**src/rtl/mult_seq_ctrl.sv**
```systemverilog
// rtl/mult_seq_ctrl.sv - sequential WIDTHxWIDTH unsigned multiplier built on one 2x2 digit multiplier
// One digit-pair partial product per clock; start/busy/done handshake.

module mult_seq_ctrl_mul2 (
    input  logic [1:0] x_i,
    input  logic [1:0] y_i,
    output logic [3:0] p_o
);
    always_comb begin
        p_o = {2'b00, (x_i[0] ? y_i : 2'b00)} + {1'b0, (x_i[1] ? y_i : 2'b00), 1'b0};
    end
endmodule

module mult_seq_ctrl #(
    parameter int WIDTH = 8
) (
    input  logic               clk,
    input  logic               rst_n,
    input  logic               start,
    input  logic [WIDTH-1:0]   a,
    input  logic [WIDTH-1:0]   b,
    output logic               busy,
    output logic               done,
    output logic [2*WIDTH-1:0] product
);
    localparam int D  = WIDTH / 2;
    localparam int CW = (D > 1) ? $clog2(D) : 1;
    localparam int PW = 2 * WIDTH;

    typedef enum logic [1:0] {
        S_IDLE = 2'd0,
        S_CALC = 2'd1,
        S_DONE = 2'd2
    } state_t;

    state_t            state_q, state_d;
    logic [WIDTH-1:0]  a_q, a_d, b_q, b_d;
    logic [PW-1:0]     acc_q, acc_d;
    logic [PW-1:0]     product_q, product_d;
    logic [CW-1:0]     i_q, i_d, j_q, j_d;

    logic [WIDTH-1:0]  a_sh, b_sh;
    logic [3:0]        pp;
    logic [CW:0]       ij_sum;
    logic [PW-1:0]     pp_sh;
    logic              j_wrap, last;

    // Current digits are brought down to bit 0 so the multiplier sees a fixed 2-bit slice.
    assign a_sh   = a_q >> {i_q, 1'b0};
    assign b_sh   = b_q >> {j_q, 1'b0};
    assign ij_sum = {1'b0, i_q} + {1'b0, j_q};
    assign pp_sh  = PW'(pp) << {ij_sum, 1'b0};
    assign j_wrap = (j_q == CW'(D - 1));
    assign last   = j_wrap && (i_q == CW'(D - 1));

    mult_seq_ctrl_mul2 u_mul2 (
        .x_i (a_sh[1:0]),
        .y_i (b_sh[1:0]),
        .p_o (pp)
    );

    always_ff @(posedge clk or negedge rst_n) begin
        if (!rst_n) begin
            state_q   <= S_IDLE;
            a_q       <= '0;
            b_q       <= '0;
            acc_q     <= '0;
            product_q <= '0;
            i_q       <= '0;
            j_q       <= '0;
        end else begin
            state_q   <= state_d;
            a_q       <= a_d;
            b_q       <= b_d;
            acc_q     <= acc_d;
            product_q <= product_d;
            i_q       <= i_d;
            j_q       <= j_d;
        end
    end

    always_comb begin
        state_d   = state_q;
        a_d       = a_q;
        b_d       = b_q;
        acc_d     = acc_q;
        product_d = product_q;
        i_d       = i_q;
        j_d       = j_q;
        case (state_q)
            S_IDLE, S_DONE: begin
                if (start) begin
                    a_d     = a;
                    b_d     = b;
                    acc_d   = '0;
                    i_d     = '0;
                    j_d     = '0;
                    state_d = S_CALC;
                end else begin
                    state_d = S_IDLE;
                end
            end
            S_CALC: begin
                acc_d = acc_q + pp_sh;
                if (last) begin
                    product_d = acc_q + pp_sh;
                    i_d       = '0;
                    j_d       = '0;
                    state_d   = S_DONE;
                end else if (j_wrap) begin
                    j_d = '0;
                    i_d = i_q + CW'(1);
                end else begin
                    j_d = j_q + CW'(1);
                end
            end
            default: state_d = S_IDLE;
        endcase
    end

    assign busy    = (state_q == S_CALC);
    assign done    = (state_q == S_DONE);
    assign product = product_q;
endmodule
```
**config.mk**
```make
export PLATFORM = sky130hd
export DESIGN_NAME = mult_seq_ctrl
export DESIGN_NICKNAME = d
export VERILOG_FILES = /design/src/rtl/mult_seq_ctrl.sv
export SDC_FILE = /design/constraint.sdc
export NUM_CORES = 1
export LEC_CHECK = 0
export ABC_AREA = 0
export CORE_MARGIN = 1.5
export CORE_UTILIZATION = 40
export DETAILED_ROUTE_END_ITERATION = 8
export RECOVER_POWER = 50
export SYNTH_ARGS = -nofsm -noshare
export SYNTH_HDL_FRONTEND = slang
export SYNTH_HIERARCHICAL = 1
export SYNTH_SLANG_ARGS = --single-unit
```
**constraint.sdc**
```tcl
create_clock -name clk -period 3.35 [get_ports clk]
set_clock_uncertainty 0.05 [all_clocks]
set_input_delay 0.5025 -clock clk [delete_from_list [all_inputs] [get_ports clk]]
set_output_delay 0.5025 -clock clk [all_outputs]
set_load 0.005 [all_outputs]
```
== Yosys cells after proc, flatten, opt, wreduce, memory -nomap -nowiden ==
Index checks and enable logic that the tools add are counted.

* Flip-flop bits (word level): 54
* Memory bits (read-only): 0
* Output and inout bits: 18
* Memories: 0
* Word-level logic and storage cells: 44
* Bits in writable memories: 0
* Bits in latches: 0

* Muxes and demuxes: 14
* Add/sub/neg operators: 5
* Magnitude comparators: 0
* Div/mod/pow operators: 0
* Shift-type cells: 3
* Bitwise gates (word level): 0
* Multiply operators: 0
* Equality and inequality tests: 7
* Reduce and logical (&&, ||, !) cells: 8

{| class="wikitable"
|+ Operators with widths
! cell !! number
|-
| $pmux W16 S2 || 1
|-
| $add A16 B16 Y16 || 1
|-
| $mux W16 || 1
|-
| $mux W2 || 8
|-
| $shl A4 B4 Y16 || 1
|-
| $shr A8 B3 Y2 || 2
|-
| $pmux W2 S2 || 3
|-
| $eq A2 B2 Y1 const B || 3
|-
| $reduce_and A2 Y1 || 3
|-
| $add A2 B1 Y2 const B || 2
|-
| $add A2 B3 Y4 || 1
|-
| $add A2 B2 Y3 || 1
|-
| $ne A3 B1 Y1 const B || 1
|-
| $reduce_and A3 Y1 || 1
|-
| $eq A2 B1 Y1 const B || 1
|-
| $logic_not A2 Y1 || 1
|-
| $ne A2 B1 Y1 const B || 1
|-
| $ne A2 B2 Y1 const B || 1
|-
| $reduce_bool A2 Y1 || 1
|-
| $reduce_or A2 Y1 || 1
|-
| $logic_and A1 B1 Y1 || 1
|-
| $mux W1 || 1
|}

== Logic depth before layout (Yosys ltp) ==
Gate-level depths: netlist of the first run.

* Word-level depth: 6
* Depth in mapped cells: 13
* Mapped depth without buffers: 13

== Hierarchy ==
Netlist of the first run, hierarchy kept.

{| class="wikitable"
|+ By module, submodules not included
! module !! instances !! area each (sq um) !! cells each
|-
| mult_seq_ctrl || 1 || 3,075.4 || 331
|-
| mult_seq_ctrl_mul2 || 1 || 50.0 || 6
|}

== Worst setup path before layout of the first run ==
Ideal clock, no wire load.

* Path kind: reg-to-reg
* From: register j_q[0]
* To: register acc_q[14]
* Cell stages (with the launch flop): 13
* Slack: -0.270 ns
* Period minus slack after synthesis: 3.620 ns
* Data required time: 3.178 ns
* Setup time: 0.122 ns
* Arrival: 3.449 ns
* Path buffers: 0
* Cells stage by stage: dfrtp_1 -> mux4_2 -> and2_1 -> ha_1 -> ha_1 -> a31oi_1 -> nor2b_1 -> ha_1 -> a21o_1 -> a221o_1 -> a21o_1 -> or3_1 -> a32o_1

* Cells in the longest elaborated chain, start to end: 6

{| class="wikitable"
|+ Ends and longest elaborated chain
! item !! RTL line !! RTL
|-
| start: declaration || 40 || <nowiki>logic [CW-1:0] i_q, i_d, j_q, j_d;</nowiki>
|-
| start signal: assignment || 78 || <nowiki>j_q <= j_d;</nowiki>
|-
| $shr A8 B3 Y2 (*) || 50 || <nowiki>assign b_sh = b_q >> {j_q, 1'b0};</nowiki>
|-
| via b_sh[1] || 42 || <nowiki>logic [WIDTH-1:0] a_sh, b_sh;</nowiki>
|-
| $mux W2 || 10 || <nowiki>p_o = {2'b00, (x_i[0] ? y_i : 2'b00)} + {1'b0, (x_i[1] ? y_i : 2'b00), 1'b0};</nowiki>
|-
| $add A2 B3 Y4 (*) || 10 ||
|-
| via pp[2] || 43 || <nowiki>logic [3:0] pp;</nowiki>
|-
| $shl A4 B4 Y16 (*) || 52 || <nowiki>assign pp_sh = PW'(pp) << {ij_sum, 1'b0};</nowiki>
|-
| $add A16 B16 Y16 (*) || 104 || <nowiki>acc_d = acc_q + pp_sh;</nowiki>
|-
| $pmux W16 S2 (*) || 90 || <nowiki>case (state_q)</nowiki>
|-
| end signal: assignment || 67 || <nowiki>acc_q <= '0;</nowiki>
|-
| end signal: assignment || 75 || <nowiki>acc_q <= acc_d;</nowiki>
|-
| end: declaration || 38 || <nowiki>logic [PW-1:0] acc_q, acc_d;</nowiki>
|}

The timed path passes the listed nets; every way through them passes the cells marked *.
A chain may end at the register's enable or synchronous reset.

== Worst setup path in the final report of the first run ==
* From: register i_q[0]
* To: register acc_q[14]

* Cells in the longest elaborated chain, start to end: 6

{| class="wikitable"
|+ Ends and longest elaborated chain
! item !! RTL line !! RTL
|-
| start: declaration || 40 ||
|-
| start signal: assignment || 77 || <nowiki>i_q <= i_d;</nowiki>
|-
| $shr A8 B3 Y2 || 49 || <nowiki>assign a_sh = a_q >> {i_q, 1'b0};</nowiki>
|-
| via a_sh[0] || 42 ||
|-
| $mux W2 || 10 ||
|-
| $add A2 B3 Y4 || 10 ||
|-
| via pp[1] || 43 ||
|-
| $shl A4 B4 Y16 || 52 ||
|-
| $add A16 B16 Y16 || 104 ||
|-
| $pmux W16 S2 || 90 ||
|}

The timed path passes the listed nets, and every way through them passes these cells.

==> results of run 1 <==
[area by class of cell]
cell class	count	area [um^2]
multi-input cells	261	2080
fillers	630	2910
well taps	102	128
repair buffers	125	1030
inverters	8	30.0
flip-flops and latches	54	1350
clock buffers	7	86.3
clock inverters	1	30.0
[power groups by stage]
stage	Clock (mW)	Combinational (mW)	Sequential (mW)
6_report	0.466	3.15	1.13
5_1_grt	0.506	3.41	1.16
4_1_cts	0.477	2.86	1.13
3_5_place_dp	0	2.53	1.14
3_3_place_gp	0	2.50	1.13
2_1_floorplan	0	1.39	1.09
[what timing repair did]
| action | CTS | global route |
|---|---|---|
| hold buffers | 0 | 0 |
| setup buffers | 9 | 7 |
| setup endpoints to repair | 18 | 21 |
| pin swaps | 17 | 19 |
| gates cloned | 0 | 0 |
| resized for setup | 42 | 31 |
[cells in the mapped netlist (2+ instances only)]
cell type  instances
a31oi_1            2
o22ai_1            3
o21a_1             4
clkbuf_1          12
nand3_1            9
inv_1              7
or3_1              4
o31ai_1            2
a22o_1            10
nand2b_1           6
a21oi_1           12
a211o_1            2
dfrtp_1           54
mux2_2             5
mux4_2             4
a21o_1             7
a32o_1             4
nor3_1             2
nand4_1            4
fa_1               2
o21ai_0           12
nor2_1            20
xnor2_1            4
nor2b_1            4
ha_1              20
a31o_2             4
and2_1             8
or4_1              2
buf_1              2
mux2i_1            2
a211oi_1           2
o211ai_1           3
xor2_1             5
nand2_1           85
[metal layers]
metal | wire length (um) | global-route usage
met1 | 4220 | 0.320
met2 | 4100 | 0.361
met3 | 389 | 0.0335
met4 | 153 | 0.0716
met5 | 0 | 0
[worst min-delay path by stage]
| stage | from | end | slack [ps] | depth (start not counted) |
|---|---|---|---|---|
| after floorplan | rst_n | a_q[0]$_DFFE_PN0P_ | 160 | 0 |
| after detailed placement | a_q[4]$_DFFE_PN0P_ | a_q[4]$_DFFE_PN0P_ | 410 | 2 |
| after global placement | a_q[4]$_DFFE_PN0P_ | a_q[4]$_DFFE_PN0P_ | 410 | 2 |
| after global routing | a_q[3]$_DFFE_PN0P_ | a_q[3]$_DFFE_PN0P_ | 460 | 2 |
| after CTS | rst_n | product[12]$_DFFE_PN0P_ | 320 | 1 |
| final | a_q[4]$_DFFE_PN0P_ | a_q[4]$_DFFE_PN0P_ | 430 | 2 |
[metrics by stage]
step / hold WS [ps] / cells
6_report: 428 / 558
5_1_grt: 461 / 558
4_1_cts: 317 / 552
3_5_place_dp: 410 / 536
3_3_place_gp: 409 / 536
2_1_floorplan: 157 / 337
[state kept, by name, summed over array words and instances (netlist names)]
signal,count
a_q,8
b_q,8
acc_q,16
i_q,2
j_q,2
state_q,2
product,16
[critical path: stages (launching register included)]
cell and delay [ps]:
dfrtp_2 430, mux4_2 540, and2_4 170, ha_4 240, nand2b_4 80, nor2_1 40
a31oi_1 170, nor2b_1 80, ha_1 350, and3_4 170, a221o_1 340, a21o_1 210
or3_4 340, a32o_1 220
[kinds of logic after synthesis]
group,synth area share
AO/OA/AOI/OAI,0.165
XOR/XNOR,0.0252
AND/OR/NAND/NOR,0.205
adder cells (fa/ha/maj),0.0929
buffers and inverters,0.0264
multiplexers,0.0532
flip-flops,0.432
==> reports/qor.yml, run 1 <==
routing:
  wirelength_mm: 8.86
  vias_per_cell: 5.29
  drc_errors: 0
  drt_first_pass_iters: 4
  drt_iter0_drc: 180
  drt-wirelength-per-cell_um: 15.9
  ant_nets: 0
  via_count: 2954
layout:
  n_antenna_cell: 0
  drive_gt1_frac: 0.357
  layout_common_cells: "84 x buf_4, 82 x nand2_1, 52 x dfrtp_1"
  fin_nets: 496
  post-route-util: 0.620
  area_growth_pct: 51.6
  mostFrequentLayoutCell: "buf_4"
  postLayoutCellArea_um2: 4740
logic_synthesis:
  ys_ff_latch: 54
  yosys_warnings: 6
  synth_edf_count: 0
  avgSynthCellArea_um2: 9.27
  ys_async_sr_fraction: 1.00
  syn-cell-area_um2: 3130
  seq_area_frac_synth: 0.432
  synth_top_cell_by_area: "dfrtp_1"
  synth_flop_cell: "dfrtp_1"
  synth_cell_types: 43
  synth.area.top_cells: "dfrtp_1 43%, nand2_1 10%, ha_1 8.0%"
  synthCells: 337
  syn_nets: 378
  synth_top_area_frac: 0.432
timing:
  tightest_slew_ps: 2250
  fmax_mhz: 283
  period_share: 1.06
  relSlewSlack: -0.500
  final-setup-viol-count: 17
  period_minus_slack_ps: 3530
  hold_viol_final: 0
  slew_violations: 43
  timing.setup.tns_ps: -1470
  fin_ws_ps: -185
  rsz0062_at_grt: "true"
die:
  dieArea_um2: 8350
  ioPinCount: 37
  design.core.area_um2: 7650
  dieWidth_um: 91.4
  initial_core_util: 0.409
  die_y_um: 91.4
  fp-row-count: 32
critical_path:
  r2r_setup_slack_ps: -180
  crit_end: "acc_q[14]$_DFFE_PN0P_"
  cp-end-kind: "register"
  crit_arrival_ps: 3700
  crit_start: "i_q[0]$_DFFE_PN0P_"
  crit_path_max_fanout: 4
  r2r_cells: 13
  start_kind: "register"
  path_class: "reg -> reg"
  r2r-end: "acc_q[14]$_DFFE_PN0P_"
  r2r_start: "i_q[0]$_DFFE_PN0P_"
  required_ps: 3520
placement:
  routabilityCongestion: 0.952
  pre_cts_slack_ps: -287
  place_area_um2: 4180
  dp_hpwl_mm: 6.38
  numPortBuffers: 36
clocking:
  cts_made_buffers: 5
  path_clk_slew_ps: 100
  tritoncts: "yes"
  h-tree-depth: 2
  clk_path_buf_depth: 2
  root_buffer: "clkbuf_8"
  worstSkewPairLatency_ps: 320
  cts.sinks: 54
run_status:
  status: "finished with violations"
  violations: "max-capacitance violations, max-slew violations, negative setup slack"
power:
  finalPower_mw: 4.74
  p_sw_frac: 0.390
  p_clk_frac: 0.098
  seq_power_share: 0.238
  ir_worst_vdd_mv: 0.405
  switching_power_mw: 1.85
  power_frac_comb: 0.663
  p_leak_nw: 2.24
  intPower_mw: 2.89
  p_per_area_nw_per_um2: 1000
global_routing:
  grt_usage: 0.228
  grt_pass1_vias: 2969
  antenna_found_initial: 0
  grt_overflow: 0
  grt_max_degree: 43
  grt_pass1_wl_mm: 15.0
flow_run:
  max_cap_violations: 1
hold_path:
  hold_class: "reg -> reg"
(Power assumes the default switching activity.)
==> run 2: changes to the inputs <==
--- a/config.mk
+++ b/config.mk
@@ -6,6 +6,7 @@
 export NUM_CORES = 1
 export LEC_CHECK = 0
 export ABC_AREA = 0
+export CAP_MARGIN = 25
 export CORE_MARGIN = 1.5
 export CORE_UTILIZATION = 40
 export DETAILED_ROUTE_END_ITERATION = 8
==> run 2 against run 1 <==
  * Global-route usage unchanged
  * Critical path type unchanged
  * Wire length is 0.28% higher
  * Register-to-register slack about the same
  * Highest routed layer unchanged
  * Via count down 0.71%
  * The run ends with negative setup slack left
  * Worst hold slack lost 110 ps
==> reports/qor.yml, run 2 (synthesis results as in run 1) <==
run_status:
  status: "finished with violations"
  violations: "negative setup slack"
clocking:
  clk_path_buf_depth: 2  # unchanged
  h-tree-depth: 2  # unchanged
  tritoncts: "yes"
  path_clk_slew_ps: 100  # about the same
  cts_made_buffers: 5  # unchanged
  cts.sinks: 54  # unchanged
  hold_buffers: 0  # unchanged
  worstSkewPairLatency_ps: 320  # about the same
  root_buffer: "clkbuf_8"
die:
  initial_core_util: 0.409  # unchanged
  fp-row-count: 32  # unchanged
  die_y_um: 91.4  # unchanged
  dieWidth_um: 91.4  # unchanged
  design.core.area_um2: 7650  # unchanged
  ioPinCount: 37  # unchanged
  dieArea_um2: 8350  # unchanged
timing:
  period_share: 1.06  # about the same
  fin_ws_ps: -186  # -1.24 ps
  final-setup-viol-count: 16  # -1
  slew_violations: 0  # -100%
  fmax_mhz: 283  # about the same
  relSlewSlack: 0.181  # +0.681
  tightest_slew_ps: 1230  # -1020 ps
  period_minus_slack_ps: 3540  # +1.24 ps
  hold_viol_final: 0  # unchanged
  fin_hold_ws_ps: 314  # -114 ps
  rsz0062_at_grt: "true"
critical_path:
  required_ps: 3510  # about the same
  crit_slowest_cell: "mux4_2"
  cpPeakStageDelay_ps: 540  # about the same
  crit_arrival_ps: 3700  # about the same
  cp-end-kind: "register"
  r2r-end: "acc_q[14]$_DFFE_PN0P_"
  crit_chain: "mux4_2 > and2_4 > ha_4 > nand2b_4 > nor2_1 > a31oi_1 > nor2b_1 > ha_1 > and3_4 > a221o_1 > a21o_1 > or3_4 > a32o_1"
  r2r_start: "i_q[0]$_DFFE_PN0P_"
  crit_path_max_fanout: 4  # unchanged
  path_class: "reg -> reg"
  r2r_cells: 13  # unchanged
  start_kind: "register"
  r2r_setup_slack_ps: -190  # about the same
global_routing:
  grt_pass1_wl_mm: 15.0  # unchanged
  grt_pass1_vias: 2969  # unchanged
  grt_overflow: 0  # unchanged
  antenna_found_initial: 0  # unchanged
  grt_max_degree: 43  # unchanged
  grt_usage: 0.228  # unchanged
routing:
  ant_nets: 0  # unchanged
  drt_first_pass_iters: 4  # unchanged
  wirelength_mm: 8.89  # +0.28%
  via_count: 2933  # -0.71%
  drt-wirelength-per-cell_um: 15.9  # +0.10%
  drc_errors: 0  # unchanged
  vias_per_cell: 5.25  # -0.89%
  drt_iter0_drc: 218  # +21%
placement:
  dp.cells: 536  # unchanged
  numPortBuffers: 36  # unchanged
  routabilityCongestion: 0.952  # unchanged
  pre_cts_slack_ps: -287  # unchanged
  dp_hpwl_mm: 6.38  # unchanged
layout:
  fill_cells: 630  # unchanged
  area_growth_pct: 51.7  # about the same
  fin_nets: 497  # +0.20%
  stdcell_count: 559  # +0.18%
  mostFrequentLayoutCell: "buf_4"
  drive_gt1_frac: 0.357  # -0.000782
  n_antenna_cell: 0  # unchanged
  layout_common_cells: "84 x buf_4, 82 x nand2_1, 52 x dfrtp_1"
power:
  p_per_area_nw_per_um2: 999  # -0.10%
  p_leak_nw: 2.24  # about the same
  ir_worst_vdd_mv: 0.405  # -0.14%
flow_run:
  max_cap_violations: 0  # -1
hold_path:
  hold_class: "in -> async"
## run 2: per-layer routing
layer,GRT usage,part of all wire
met2,0.361,0.47
met4,0.0716,0.014
met5,0,0
met1,0.320,0.48
met3,0.0335,0.033
## run 2: worst max-delay path: cells and delay by family (launching register included)
family	cells	cell delay (ps)
muxes	1	540
and+or+nand+nor	6	880
adders and majority gates	2	590
DFF	1	430
AOI/OAI and AO/OA	4	940
## run 2: report_power, final
group	internal (mW)	switching [mW]
Clock	0.244	0.221
Combinational	1.71	1.44
Sequential	0.937	0.192
Total	2.89	1.85
## run 2: repair_timing
item	4_1_cts	5_1_grt
pin swaps	17	19
setup buffers	9	7
setup endpoints to repair	18	21
gates resized for setup	42	31
## run 2: metrics by stage
| step | power [mW] | util | cell area, um^2 | TNS [ps] |
|---|---|---|---|---|
| 6_report | 4.74 | 0.620 | 4740 | -1360 |
| 5_1_grt | 5.08 | 0.620 | 4740 | -3950 |
| 4_1_cts | 4.46 | 0.596 | 4560 | -1780 |
| 3_5_place_dp | 3.67 | 0.546 | 4180 | -3120 |
| 3_3_place_gp | 3.64 | 0.546 | 4180 | -3380 |
| 2_1_floorplan | 2.48 | - | 3190 | -156 |
## run 2: how the worst max path moves through the flow
stage | cells past startpoint | slack (ps) | from | endpoint
floorplan | 12 | -80 | j_q[0]$_DFFE_PN0P_ | acc_q[14]$_DFFE_PN0P_
global placement | 12 | -310 | i_q[0]$_DFFE_PN0P_ | acc_q[11]$_DFFE_PN0P_
detailed placement | 12 | -290 | i_q[0]$_DFFE_PN0P_ | acc_q[11]$_DFFE_PN0P_
CTS | 12 | -210 | i_q[0]$_DFFE_PN0P_ | acc_q[14]$_DFFE_PN0P_
global route | 13 | -320 | i_q[0]$_DFFE_PN0P_ | acc_q[14]$_DFFE_PN0P_
finish | 13 | -190 | i_q[0]$_DFFE_PN0P_ | acc_q[14]$_DFFE_PN0P_
## run 2: final cells by class
class                   instances  area (um^2)  area share
flip-flops and latches         54         1350       0.285
repair buffers                126         1040       0.219
multi-input cells             261         2080       0.438
inverters                       8         30.0     0.00633
well taps                     102          128      0.0269
clock buffers                   7         86.3      0.0182
clock inverters                 1         30.0     0.00633
